File: src/rtl/risc_spm_pkg.sv
// ==== risc_spm_pkg : shared encodings for the RISC-SPM v2 control unit | rev 1.0 ====
`default_nettype none

package risc_spm_pkg;

  typedef enum logic [3:0] {
    S_IDLE = 4'd0,
    S_FET1 = 4'd1,
    S_FET2 = 4'd2,
    S_DEC  = 4'd3,
    S_EX1  = 4'd4,
    S_RD1  = 4'd5,
    S_RD2  = 4'd6,
    S_WR1  = 4'd7,
    S_WR2  = 4'd8,
    S_BR1  = 4'd9,
    S_BR2  = 4'd10,
    S_HALT = 4'd11
  } state_t;

  localparam logic [3:0] OP_NOP = 4'd0;
  localparam logic [3:0] OP_ADD = 4'd1;
  localparam logic [3:0] OP_SUB = 4'd2;
  localparam logic [3:0] OP_AND = 4'd3;
  localparam logic [3:0] OP_NOT = 4'd4;
  localparam logic [3:0] OP_RD  = 4'd5;
  localparam logic [3:0] OP_WR  = 4'd6;
  localparam logic [3:0] OP_BR  = 4'd7;
  localparam logic [3:0] OP_BRZ = 4'd8;
  localparam logic [3:0] OP_BRC = 4'd9;
  localparam logic [3:0] OP_BRN = 4'd10;
  localparam logic [3:0] OP_HLT = 4'd15;

  localparam logic [1:0] SEL2_ALU  = 2'd0;
  localparam logic [1:0] SEL2_BUS1 = 2'd1;
  localparam logic [1:0] SEL2_MEM  = 2'd2;

  function automatic int num_regs(input int reg_addr_w);
    return 1 << reg_addr_w;
  endfunction

  // Bus-1 select needs one code beyond the register file for the PC.
  function automatic int sel1_width(input int reg_addr_w);
    return reg_addr_w + 1;
  endfunction

endpackage

`default_nettype wire

File: src/rtl/risc_spm_ctrl_v2_if.sv
// ==== risc_spm_ctrl_v2_if : control-unit <-> datapath/memory signal bundle | rev 1.0 ====
`default_nettype none

interface risc_spm_ctrl_v2_if
  import risc_spm_pkg::*;
#(
  parameter int WORD_SIZE  = 8,
  parameter int REG_ADDR_W = 2
);
  localparam int NUM_REGS = num_regs(REG_ADDR_W);
  localparam int SEL1_W   = sel1_width(REG_ADDR_W);

  logic [WORD_SIZE-1:0] instruction;
  logic                 zero;
  logic                 carry;
  logic                 neg;
  logic                 mem_ready;
  logic                 resume;

  logic [NUM_REGS-1:0]  Load_R;
  logic                 Load_PC;
  logic                 Inc_PC;
  logic                 Load_IR;
  logic                 Load_Add_R;
  logic                 Load_Reg_Y;
  logic                 Load_Reg_Z;
  logic [SEL1_W-1:0]    Sel_Bus_1_Mux;
  logic [1:0]           Sel_Bus_2_Mux;
  logic                 mem_req;
  logic                 write;
  logic                 halted;
  logic                 illegal;

  modport master (
    input  instruction, zero, carry, neg, mem_ready, resume,
    output Load_R, Load_PC, Inc_PC, Load_IR, Load_Add_R, Load_Reg_Y, Load_Reg_Z,
           Sel_Bus_1_Mux, Sel_Bus_2_Mux, mem_req, write, halted, illegal
  );

  modport slave (
    output instruction, zero, carry, neg, mem_ready, resume,
    input  Load_R, Load_PC, Inc_PC, Load_IR, Load_Add_R, Load_Reg_Y, Load_Reg_Z,
           Sel_Bus_1_Mux, Sel_Bus_2_Mux, mem_req, write, halted, illegal
  );

endinterface

`default_nettype wire

File: src/rtl/risc_spm_reg_onehot.sv
// ==== risc_spm_reg_onehot : register address to one-hot load strobe decoder | rev 1.0 ====
`default_nettype none

module risc_spm_reg_onehot
  import risc_spm_pkg::*;
#(
  parameter int REG_ADDR_W = 2
) (
  input  wire logic [REG_ADDR_W-1:0]           addr,
  input  wire logic                            en,
  output logic [num_regs(REG_ADDR_W)-1:0]      onehot
);

  for (genvar i = 0; i < num_regs(REG_ADDR_W); i++) begin : g_bit
    assign onehot[i] = en && (addr == REG_ADDR_W'(i));
  end

endmodule

`default_nettype wire

File: src/rtl/risc_spm_ctrl_v2.sv
// ==== risc_spm_ctrl_v2 : fetch/decode/execute sequencer with wait states, HLT and traps | rev 1.0 ====
`default_nettype none

module risc_spm_ctrl_v2
  import risc_spm_pkg::*;
#(
  parameter int WORD_SIZE  = 8,
  parameter int OP_SIZE    = 4,
  parameter int REG_ADDR_W = 2
) (
  input  wire logic           clk,
  input  wire logic           rst,
  risc_spm_ctrl_v2_if.master  bus
);

  localparam int                SEL1_W  = sel1_width(REG_ADDR_W);
  localparam logic [SEL1_W-1:0] SEL1_PC = SEL1_W'(num_regs(REG_ADDR_W));

  state_t                  state;
  state_t                  state_next;
  logic                    illegal_q;
  logic                    set_illegal;
  logic                    load_r_en;
  logic                    cond_flag;
  logic [OP_SIZE-1:0]      opcode;
  logic [REG_ADDR_W-1:0]   src;
  logic [REG_ADDR_W-1:0]   dest;

  assign opcode = bus.instruction[WORD_SIZE-1 -: OP_SIZE];
  assign src    = bus.instruction[2*REG_ADDR_W-1 : REG_ADDR_W];
  assign dest   = bus.instruction[REG_ADDR_W-1 : 0];

  assign cond_flag = (opcode == OP_SIZE'(OP_BRZ)) ? bus.zero  :
                     (opcode == OP_SIZE'(OP_BRC)) ? bus.carry : bus.neg;

  always_ff @(posedge clk) begin
    if (rst) begin
      state     <= S_IDLE;
      illegal_q <= 1'b0;
    end else begin
      state <= state_next;
      if (set_illegal) illegal_q <= 1'b1;
    end
  end

  // Memory states hold until mem_ready; selects and mem_req stay up while strobes wait for the ready cycle.
  always_comb begin
    state_next        = state;
    set_illegal       = 1'b0;
    load_r_en         = 1'b0;
    bus.Load_PC       = 1'b0;
    bus.Inc_PC        = 1'b0;
    bus.Load_IR       = 1'b0;
    bus.Load_Add_R    = 1'b0;
    bus.Load_Reg_Y    = 1'b0;
    bus.Load_Reg_Z    = 1'b0;
    bus.Sel_Bus_1_Mux = '0;
    bus.Sel_Bus_2_Mux = SEL2_ALU;
    bus.mem_req       = 1'b0;
    bus.write         = 1'b0;
    bus.halted        = 1'b0;

    case (state)
      S_IDLE: state_next = S_FET1;
      S_FET1: begin
        bus.Sel_Bus_1_Mux = SEL1_PC;
        bus.Sel_Bus_2_Mux = SEL2_BUS1;
        bus.Load_Add_R    = 1'b1;
        state_next        = S_FET2;
      end
      S_FET2: begin
        bus.mem_req       = 1'b1;
        bus.Sel_Bus_2_Mux = SEL2_MEM;
        if (bus.mem_ready) begin
          bus.Load_IR = 1'b1;
          bus.Inc_PC  = 1'b1;
          state_next  = S_DEC;
        end
      end
      S_DEC: begin
        case (opcode)
          OP_SIZE'(OP_NOP): state_next = S_FET1;
          OP_SIZE'(OP_ADD), OP_SIZE'(OP_SUB), OP_SIZE'(OP_AND): begin
            bus.Sel_Bus_1_Mux = {1'b0, src};
            bus.Sel_Bus_2_Mux = SEL2_BUS1;
            bus.Load_Reg_Y    = 1'b1;
            state_next        = S_EX1;
          end
          OP_SIZE'(OP_NOT): begin
            bus.Sel_Bus_1_Mux = {1'b0, src};
            bus.Sel_Bus_2_Mux = SEL2_ALU;
            bus.Load_Reg_Z    = 1'b1;
            load_r_en         = 1'b1;
            state_next        = S_FET1;
          end
          OP_SIZE'(OP_RD), OP_SIZE'(OP_WR), OP_SIZE'(OP_BR): begin
            bus.Sel_Bus_1_Mux = SEL1_PC;
            bus.Sel_Bus_2_Mux = SEL2_BUS1;
            bus.Load_Add_R    = 1'b1;
            state_next        = (opcode == OP_SIZE'(OP_RD)) ? S_RD1 :
                                (opcode == OP_SIZE'(OP_WR)) ? S_WR1 : S_BR1;
          end
          OP_SIZE'(OP_BRZ), OP_SIZE'(OP_BRC), OP_SIZE'(OP_BRN): begin
            if (cond_flag) begin
              bus.Sel_Bus_1_Mux = SEL1_PC;
              bus.Sel_Bus_2_Mux = SEL2_BUS1;
              bus.Load_Add_R    = 1'b1;
              state_next        = S_BR1;
            end else begin
              // Not taken: step the PC over the branch target word.
              bus.Inc_PC = 1'b1;
              state_next = S_FET1;
            end
          end
          OP_SIZE'(OP_HLT): state_next = S_HALT;
          default: begin
            set_illegal = 1'b1;
            state_next  = S_HALT;
          end
        endcase
      end
      S_EX1: begin
        bus.Sel_Bus_1_Mux = {1'b0, dest};
        bus.Sel_Bus_2_Mux = SEL2_ALU;
        bus.Load_Reg_Z    = 1'b1;
        load_r_en         = 1'b1;
        state_next        = S_FET1;
      end
      S_RD1, S_WR1: begin
        bus.mem_req       = 1'b1;
        bus.Sel_Bus_2_Mux = SEL2_MEM;
        if (bus.mem_ready) begin
          bus.Load_Add_R = 1'b1;
          bus.Inc_PC     = 1'b1;
          state_next     = (state == S_RD1) ? S_RD2 : S_WR2;
        end
      end
      S_RD2: begin
        bus.mem_req       = 1'b1;
        bus.Sel_Bus_2_Mux = SEL2_MEM;
        if (bus.mem_ready) begin
          load_r_en  = 1'b1;
          state_next = S_FET1;
        end
      end
      S_WR2: begin
        bus.mem_req       = 1'b1;
        bus.Sel_Bus_1_Mux = {1'b0, src};
        bus.write         = 1'b1;
        if (bus.mem_ready) state_next = S_FET1;
      end
      S_BR1: begin
        bus.mem_req       = 1'b1;
        bus.Sel_Bus_2_Mux = SEL2_MEM;
        if (bus.mem_ready) begin
          bus.Load_Add_R = 1'b1;
          state_next     = S_BR2;
        end
      end
      S_BR2: begin
        bus.mem_req       = 1'b1;
        bus.Sel_Bus_2_Mux = SEL2_MEM;
        if (bus.mem_ready) begin
          bus.Load_PC = 1'b1;
          state_next  = S_FET1;
        end
      end
      S_HALT: begin
        bus.halted = 1'b1;
        if (bus.resume && !illegal_q) state_next = S_FET1;
      end
      default: state_next = S_IDLE;
    endcase
  end

  assign bus.illegal = illegal_q;

  risc_spm_reg_onehot #(
    .REG_ADDR_W (REG_ADDR_W)
  ) u_load_r (
    .addr   (dest),
    .en     (load_r_en),
    .onehot (bus.Load_R)
  );

endmodule

`default_nettype wire

File: src/flat_wrapper.sv
// flat-port wrapper written by rule: the top's interface ports become plain ports
module risc_spm_ctrl_v2_flat import risc_spm_pkg::*;
#(
  parameter int WORD_SIZE  = 8,
  parameter int OP_SIZE    = 4,
  parameter int REG_ADDR_W = 2
)
  (clk, rst, bus_instruction, bus_zero, bus_carry, bus_neg, bus_mem_ready, bus_resume, bus_Load_R, bus_Load_PC, bus_Inc_PC, bus_Load_IR, bus_Load_Add_R, bus_Load_Reg_Y, bus_Load_Reg_Z, bus_Sel_Bus_1_Mux, bus_Sel_Bus_2_Mux, bus_mem_req, bus_write, bus_halted, bus_illegal);
  risc_spm_ctrl_v2_if #(.WORD_SIZE(WORD_SIZE), .REG_ADDR_W(REG_ADDR_W)) bus_i ();
  input  wire logic clk;
  input  wire logic rst;
  input wire logic [$bits(bus_i.instruction)-1:0] bus_instruction;
  input wire logic [$bits(bus_i.zero)-1:0] bus_zero;
  input wire logic [$bits(bus_i.carry)-1:0] bus_carry;
  input wire logic [$bits(bus_i.neg)-1:0] bus_neg;
  input wire logic [$bits(bus_i.mem_ready)-1:0] bus_mem_ready;
  input wire logic [$bits(bus_i.resume)-1:0] bus_resume;
  output wire logic [$bits(bus_i.Load_R)-1:0] bus_Load_R;
  output wire logic [$bits(bus_i.Load_PC)-1:0] bus_Load_PC;
  output wire logic [$bits(bus_i.Inc_PC)-1:0] bus_Inc_PC;
  output wire logic [$bits(bus_i.Load_IR)-1:0] bus_Load_IR;
  output wire logic [$bits(bus_i.Load_Add_R)-1:0] bus_Load_Add_R;
  output wire logic [$bits(bus_i.Load_Reg_Y)-1:0] bus_Load_Reg_Y;
  output wire logic [$bits(bus_i.Load_Reg_Z)-1:0] bus_Load_Reg_Z;
  output wire logic [$bits(bus_i.Sel_Bus_1_Mux)-1:0] bus_Sel_Bus_1_Mux;
  output wire logic [$bits(bus_i.Sel_Bus_2_Mux)-1:0] bus_Sel_Bus_2_Mux;
  output wire logic [$bits(bus_i.mem_req)-1:0] bus_mem_req;
  output wire logic [$bits(bus_i.write)-1:0] bus_write;
  output wire logic [$bits(bus_i.halted)-1:0] bus_halted;
  output wire logic [$bits(bus_i.illegal)-1:0] bus_illegal;
  assign bus_i.instruction = bus_instruction;
  assign bus_i.zero = bus_zero;
  assign bus_i.carry = bus_carry;
  assign bus_i.neg = bus_neg;
  assign bus_i.mem_ready = bus_mem_ready;
  assign bus_i.resume = bus_resume;
  assign bus_Load_R = bus_i.Load_R;
  assign bus_Load_PC = bus_i.Load_PC;
  assign bus_Inc_PC = bus_i.Inc_PC;
  assign bus_Load_IR = bus_i.Load_IR;
  assign bus_Load_Add_R = bus_i.Load_Add_R;
  assign bus_Load_Reg_Y = bus_i.Load_Reg_Y;
  assign bus_Load_Reg_Z = bus_i.Load_Reg_Z;
  assign bus_Sel_Bus_1_Mux = bus_i.Sel_Bus_1_Mux;
  assign bus_Sel_Bus_2_Mux = bus_i.Sel_Bus_2_Mux;
  assign bus_mem_req = bus_i.mem_req;
  assign bus_write = bus_i.write;
  assign bus_halted = bus_i.halted;
  assign bus_illegal = bus_i.illegal;
  risc_spm_ctrl_v2 #(.WORD_SIZE(WORD_SIZE), .OP_SIZE(OP_SIZE), .REG_ADDR_W(REG_ADDR_W)) u_core (.clk(clk), .rst(rst), .bus(bus_i));
endmodule
File: config.mk
export PLATFORM = sky130hd
export DESIGN_NAME = risc_spm_ctrl_v2_flat
export DESIGN_NICKNAME = d
export VERILOG_FILES = /design/src/rtl/risc_spm_pkg.sv /design/src/rtl/risc_spm_ctrl_v2_if.sv /design/src/rtl/risc_spm_reg_onehot.sv /design/src/rtl/risc_spm_ctrl_v2.sv /design/src/flat_wrapper.sv
export SDC_FILE = /design/constraint.sdc
export NUM_CORES = 1
export LEC_CHECK = 0
export CAP_MARGIN = 20
export CORE_MARGIN = 3
export CORE_UTILIZATION = 45
export CTS_BUF_LIST = sky130_fd_sc_hd__clkbuf_4 sky130_fd_sc_hd__clkbuf_8
export CTS_CLUSTER_SIZE = 12
export DETAILED_ROUTE_END_ITERATION = 12
export DONT_BUFFER_PORTS = 1
export PLACE_DENSITY = 0.7
export SYNTH_ARGS = -nofsm -noshare
export SYNTH_HDL_FRONTEND = slang
export SYNTH_SLANG_ARGS = --single-unit
File: constraint.sdc
create_clock -name clk -period 3.2 [get_ports clk]
set_input_delay 0.16 -clock clk [delete_from_list [all_inputs] [get_ports clk]]
set_output_delay 0.16 -clock clk [all_outputs]
set_load 0.01 [all_outputs]
# [After elaboration in Yosys (flattened, before gate mapping)]
# Index checks and enable logic that the tools add are counted.
[classes] n_shift=0 div_mod_pow=0 muxes=38 n_mul=0 addsub=0 n_lt_le_gt_ge=0 n_reduce_logical=24 bitwise_logic=0 eq_ne=30
[ops] op="two-way mux 4 bit" count=9
[ops] op="equality test 4 x 3 -> 1 bit, second input constant" count=8
[ops] op="equality test 4 bit, second input constant" count=8
[ops] op="case mux 4 bit (8 select lines)" count=1
[ops] op="OR reduction 3 bit" count=6
[ops] op="two-way mux 1 bit" count=17
[ops] op="equality test 4 x 2 -> 1 bit, second input constant" count=4
[ops] op="case mux 4 bit (4 select lines)" count=1
[ops] op="case mux 3 bit (4 select lines)" count=1
[ops] op="OR reduction 12 bit" count=1
[ops] op="OR reduction 6 bit" count=2
[ops] op="case mux 3 bit (3 select lines)" count=1
[ops] op="equality test 4 x 1 -> 1 bit, second input constant" count=2
[ops] op="zero test 4 bit" count=2
[ops] op="OR reduction 7 bit" count=1
[ops] op="!= test 2 bit, second input constant" count=3
[ops] op="case mux 1 bit (2 select lines)" count=3
[ops] op="case mux 1 bit (3 select lines)" count=2
[ops] op="case mux 2 bit (3 select lines)" count=1
[ops] op="OR reduction 2 bit" count=3
[ops] op="logical AND 1 bit" count=5
[ops] op="AND reduction 5 bit" count=1
[ops] op="equality test 2 bit, second input constant" count=2
[ops] op="!= test 2 x 1 -> 1 bit, second input constant" count=2
[ops] op="6 further kinds" count=6
[totals] elab_cells=94 rom_bits=0 latch_bits=0 input_bits=15 register_bits=5 mem_count=0 mem_bits_rw=0 output_inout_bits=19

# [Logic depth before layout (Yosys ltp)]
[logic_depth] ltp_word=6 mapped_depth=6

# [By module]
# From an unflattened synthesis, not the netlist that was laid out.
[unflattened] hier_cells=107 area_unflattened_um2=738.2
[by_module_without_submodules] mod="risc_spm_ctrl_v2" seq_area_each_um2=100.1 cells_each=103 instances=1 area_each_um2=700.7
[by_module_without_submodules] mod="risc_spm_reg_onehot" seq_area_each_um2=0.0 cells_each=4 instances=1 area_each_um2=37.5

# [Worst setup path after synthesis]
# Ideal clock, no wire load.
[synth_timing] kind="in2out" from="input bus_instruction[6]" to="output bus_Load_R[1]" path_slack_ps=1563 t_arrival_ps=1477 t_required_ps=3040 stages=5 path_cell_list="buf_6 -> inv_4 -> or4_4 -> o32a_2 -> nor4b_1"
[synth_via] elab_chain_len=4
[synth_lines] element="from (decl)" line_no="flat_wrapper.sv:12" rtl="input wire logic [$bits(bus_i.instruction)-1:0] bus_instruction;"
[synth_lines] element="equality test 4 x 3 -> 1 bit" line_no="risc_spm_ctrl_v2.sv:81" rtl="case (opcode)"
[synth_lines] element="two-way mux 1 bit" line_no="risc_spm_ctrl_v2.sv:81"
[synth_lines] element="case mux 1 bit (3 select lines)" line_no="risc_spm_ctrl_v2.sv:63" rtl="case (state)"
[synth_lines] element="logical AND 1 bit" line_no="risc_spm_reg_onehot.sv:15" rtl="assign onehot[i] = en && (addr == REG_ADDR_W'(i));"
[synth_lines] element="to (decl)" line_no="flat_wrapper.sv:18" rtl="output wire logic [$bits(bus_i.Load_R)-1:0] bus_Load_R;"
# Every way passes these cells.

# [Worst setup path in the final report]
[layout_timing] from="register u_core.state[2]" to="output bus_Load_R[3]"
[layout_via] elab_chain_len=3
[layout_lines] element="from (decl)" line_no="risc_spm_ctrl_v2.sv:19" rtl="state_t state;"
[layout_lines] element="from (signal assigned)" line_no="risc_spm_ctrl_v2.sv:41" rtl="state <= state_next;"
[layout_lines] element="equality test 4 x 3 -> 1 bit or equality test 4 x 2 -> 1 bit (tied branches)" line_no="risc_spm_ctrl_v2.sv:63"
[layout_lines] element="case mux 1 bit (3 select lines) (*)" line_no="risc_spm_ctrl_v2.sv:63"
[layout_lines] element="logical AND 1 bit (*)" line_no="risc_spm_reg_onehot.sv:15"
# Every way passes the cells marked *; elsewhere a longest branch is shown, timed or not.

==> results_dict.tcl <==
set metrics [dict create \
    drc 0 \
    yosysWarnings 0 \
    yosys.area.top_type "dfxtp_1" \
    fin_area_sq_um 846 \
    cp-end-kind "output port" \
    synth_area_leaders "dfxtp_1 12%, a21oi_1 5.3%, nor2_1 5.3%" \
    hold_viol 0 \
    clock_sinks 5 \
    synth_top_area_share_pct 11.8 \
    period_minus_slack_ns 2.22 \
    numPortBuffers 0 \
    period_share_pct 69.4 \
    tns_ns 0 \
    path_max_fanout 20 \
    wl_per_cell_um 15.6 \
    drt_pre_antenna_iters 4 \
    cts_tree "done" \
    synth-async-reset-ratio_pct 0 \
    routed_wl_um 2180 \
    vias_per_cell 6.44 \
    start_util_pct 48.2 \
    synth-seq-cells 5 \
    total_power_uw 289 \
    syn_area_sq_um 851 \
    path_class "flip-flop to output port" \
    drive_gt1_share_pct 13.0 \
    grt_usage_pct 18.2 \
    synth_cell_type_count 49 \
    final-seq-area_sq_um 100 \
    post_cts.repair.setup_buffers 0 \
    num-fill-cells 194 \
    max_freq_mhz 450 \
    layout.nets 131 \
    placed_cell_area_sq_um 806 \
    numCtsBuffers 3 \
    grt_max_degree 28 \
    worst_pin_slew_ns 0.789 \
    synth_edf_count 0 \
    syn_to_final_growth_pct -0.588 \
    drt_iter0_drc 22 \
    grt_antenna_before_repair 0 \
    hpwl_um 1600 \
    grt_pass1_wl_um 3570 \
    grt_pass1_vias 817 \
    fin_skew_ns 0.00320 \
    ant_nets 0 \
    layout.cells.non_filler 140 \
    placementRows 15 \
    antennaDiodeCount 0 \
    place_inst 135 \
    cp-start-kind "flip-flop" \
    power.density_nw_per_um2 342 \
    die_w_um 49.5 \
    insertion_delay_ns 0.24 \
    power_leakage_nw 0.301 \
    cp.arrival_ns 2.06 \
    clock_path_buffers 2 \
    coreArea_sq_um 1760 \
    cap_violations 0 \
    finalSetupViolCount 0 \
    rsz0062_at_grt "no" \
    crit_required_ns 3.04 \
    fp.dieArea_sq_um 2450 \
    path_clk_slew_ns 0.04 \
    clock-root-buffer "clkbuf_4" \
    yosysSeqAreaShare_pct 11.8 \
    gr-total-overflow 0 \
    place_congestion 0.798 \
    status "complete, no violations" \
    synth_flop_cell "dfxtp_1" \
    syn_avg_cell_area_sq_um 6.92 \
    netlist_top_cells_count "12 x nor2_1, 9 x a21oi_1, 8 x inv_1" \
    post-synth-top-count-cell "nor2_1" \
    slew_viol_final 0 \
    ios 34 \
    multi_input_area_sq_um 638 \
    dieHeight_um 49.5 \
    synth.net_count 138 \
    vdd_drop_max_mv 0.139 \
    num_vias 901 \
    hold_path.class "primary input to flip-flop" \
    syn_inst 123 \
    cts_max_level 1 \
    slew_headroom_pct 47.3 \
]
flip-flops by register name, summed over array words and instances, names as in the netlist:
signal	flops
u_core.state	4
u_core.bus.illegal	1
per-stage QoR:
step	worst slack, ns	hold WS, ns	utilization [%]
after floorplan	1.56	0.225	-
after global placement	1.27	0.227	45.7
after detailed placement	1.22	0.227	45.7
after CTS	0.995	0.0802	47.9
after global routing	0.856	0.109	47.9
final	0.979	0.0850	47.9
area by class of cell:
type	count	share of cell area [%]
multi-input cells	96	75.4
clock buffers	4	3.55
inverters	9	4.29
flip-flops and latches	5	11.8
repair buffers	1	1.18
well taps	25	3.70
final timing paths:
| kind | startpoint | to | slack [ns] | cells after the start |
|---|---|---|---|---|
| min reg2reg | u_core.bus.illegal$_SDFFE_PP0P_ | u_core.bus.illegal$_SDFFE_PP0P_ | 0.58 | 2 |
| max | u_core.state[2]$_SDFFE_PP0P_ | bus_Load_R[3] | 0.98 | 3 |
| min | bus_instruction[7] | u_core.bus.illegal$_SDFFE_PP0P_ | 0.08 | 2 |
| max reg2reg | u_core.state[3]$_SDFFE_PP0P_ | u_core.state[1]$_SDFFE_PP0P_ | 1.18 | 4 |
report_power, final:
group          switching [mW]  internal, mW
combinational          0.0601        0.0480
clock                  0.0266        0.0556
sequential             0.0302        0.0684
total                   0.117         0.172
layer usage:
metal  track usage [%]  vias to the layer above  wire, um
met2              30.1                       30      1050
met1              22.8                      421       970
met5                 0                        -         0
li1                  -                      444         -
met3              3.02                        6       112
met4              8.29                        0        45
kinds of logic after synthesis:
| logic type | synth area share (%) |
|---|---|
| xor+xnor | 1.03 |
| simple gates | 35.9 |
| compound gates | 34.1 |
| mux | 3.97 |
| flops | 11.8 |
| buf+inv | 13.2 |
placed cells by master (no fill, tap or decap), drive strengths merged, types with 4 or more instances in the layout:
| cell | n |
|---|---|
| a21oi | 9 |
| clkbuf | 4 |
| o21ai | 7 |
| dfxtp | 5 |
| nand2 | 8 |
| inv | 9 |
| nor2 | 12 |
critical path, stage by stage, from the launching register on:
cell      delay (ns)
dfxtp_1         0.67
inv_1           0.18
o32a_2          0.45
nor4bb_1        0.52
timing repair:
| item | in CTS | in global routing |
|---|---|---|
| resized for setup | 0 | 0 |
| hold endpoints to repair | 3 | 0 |
| hold buffers | 1 | 0 |
Note: power is estimated with default switching activity, not from simulation.
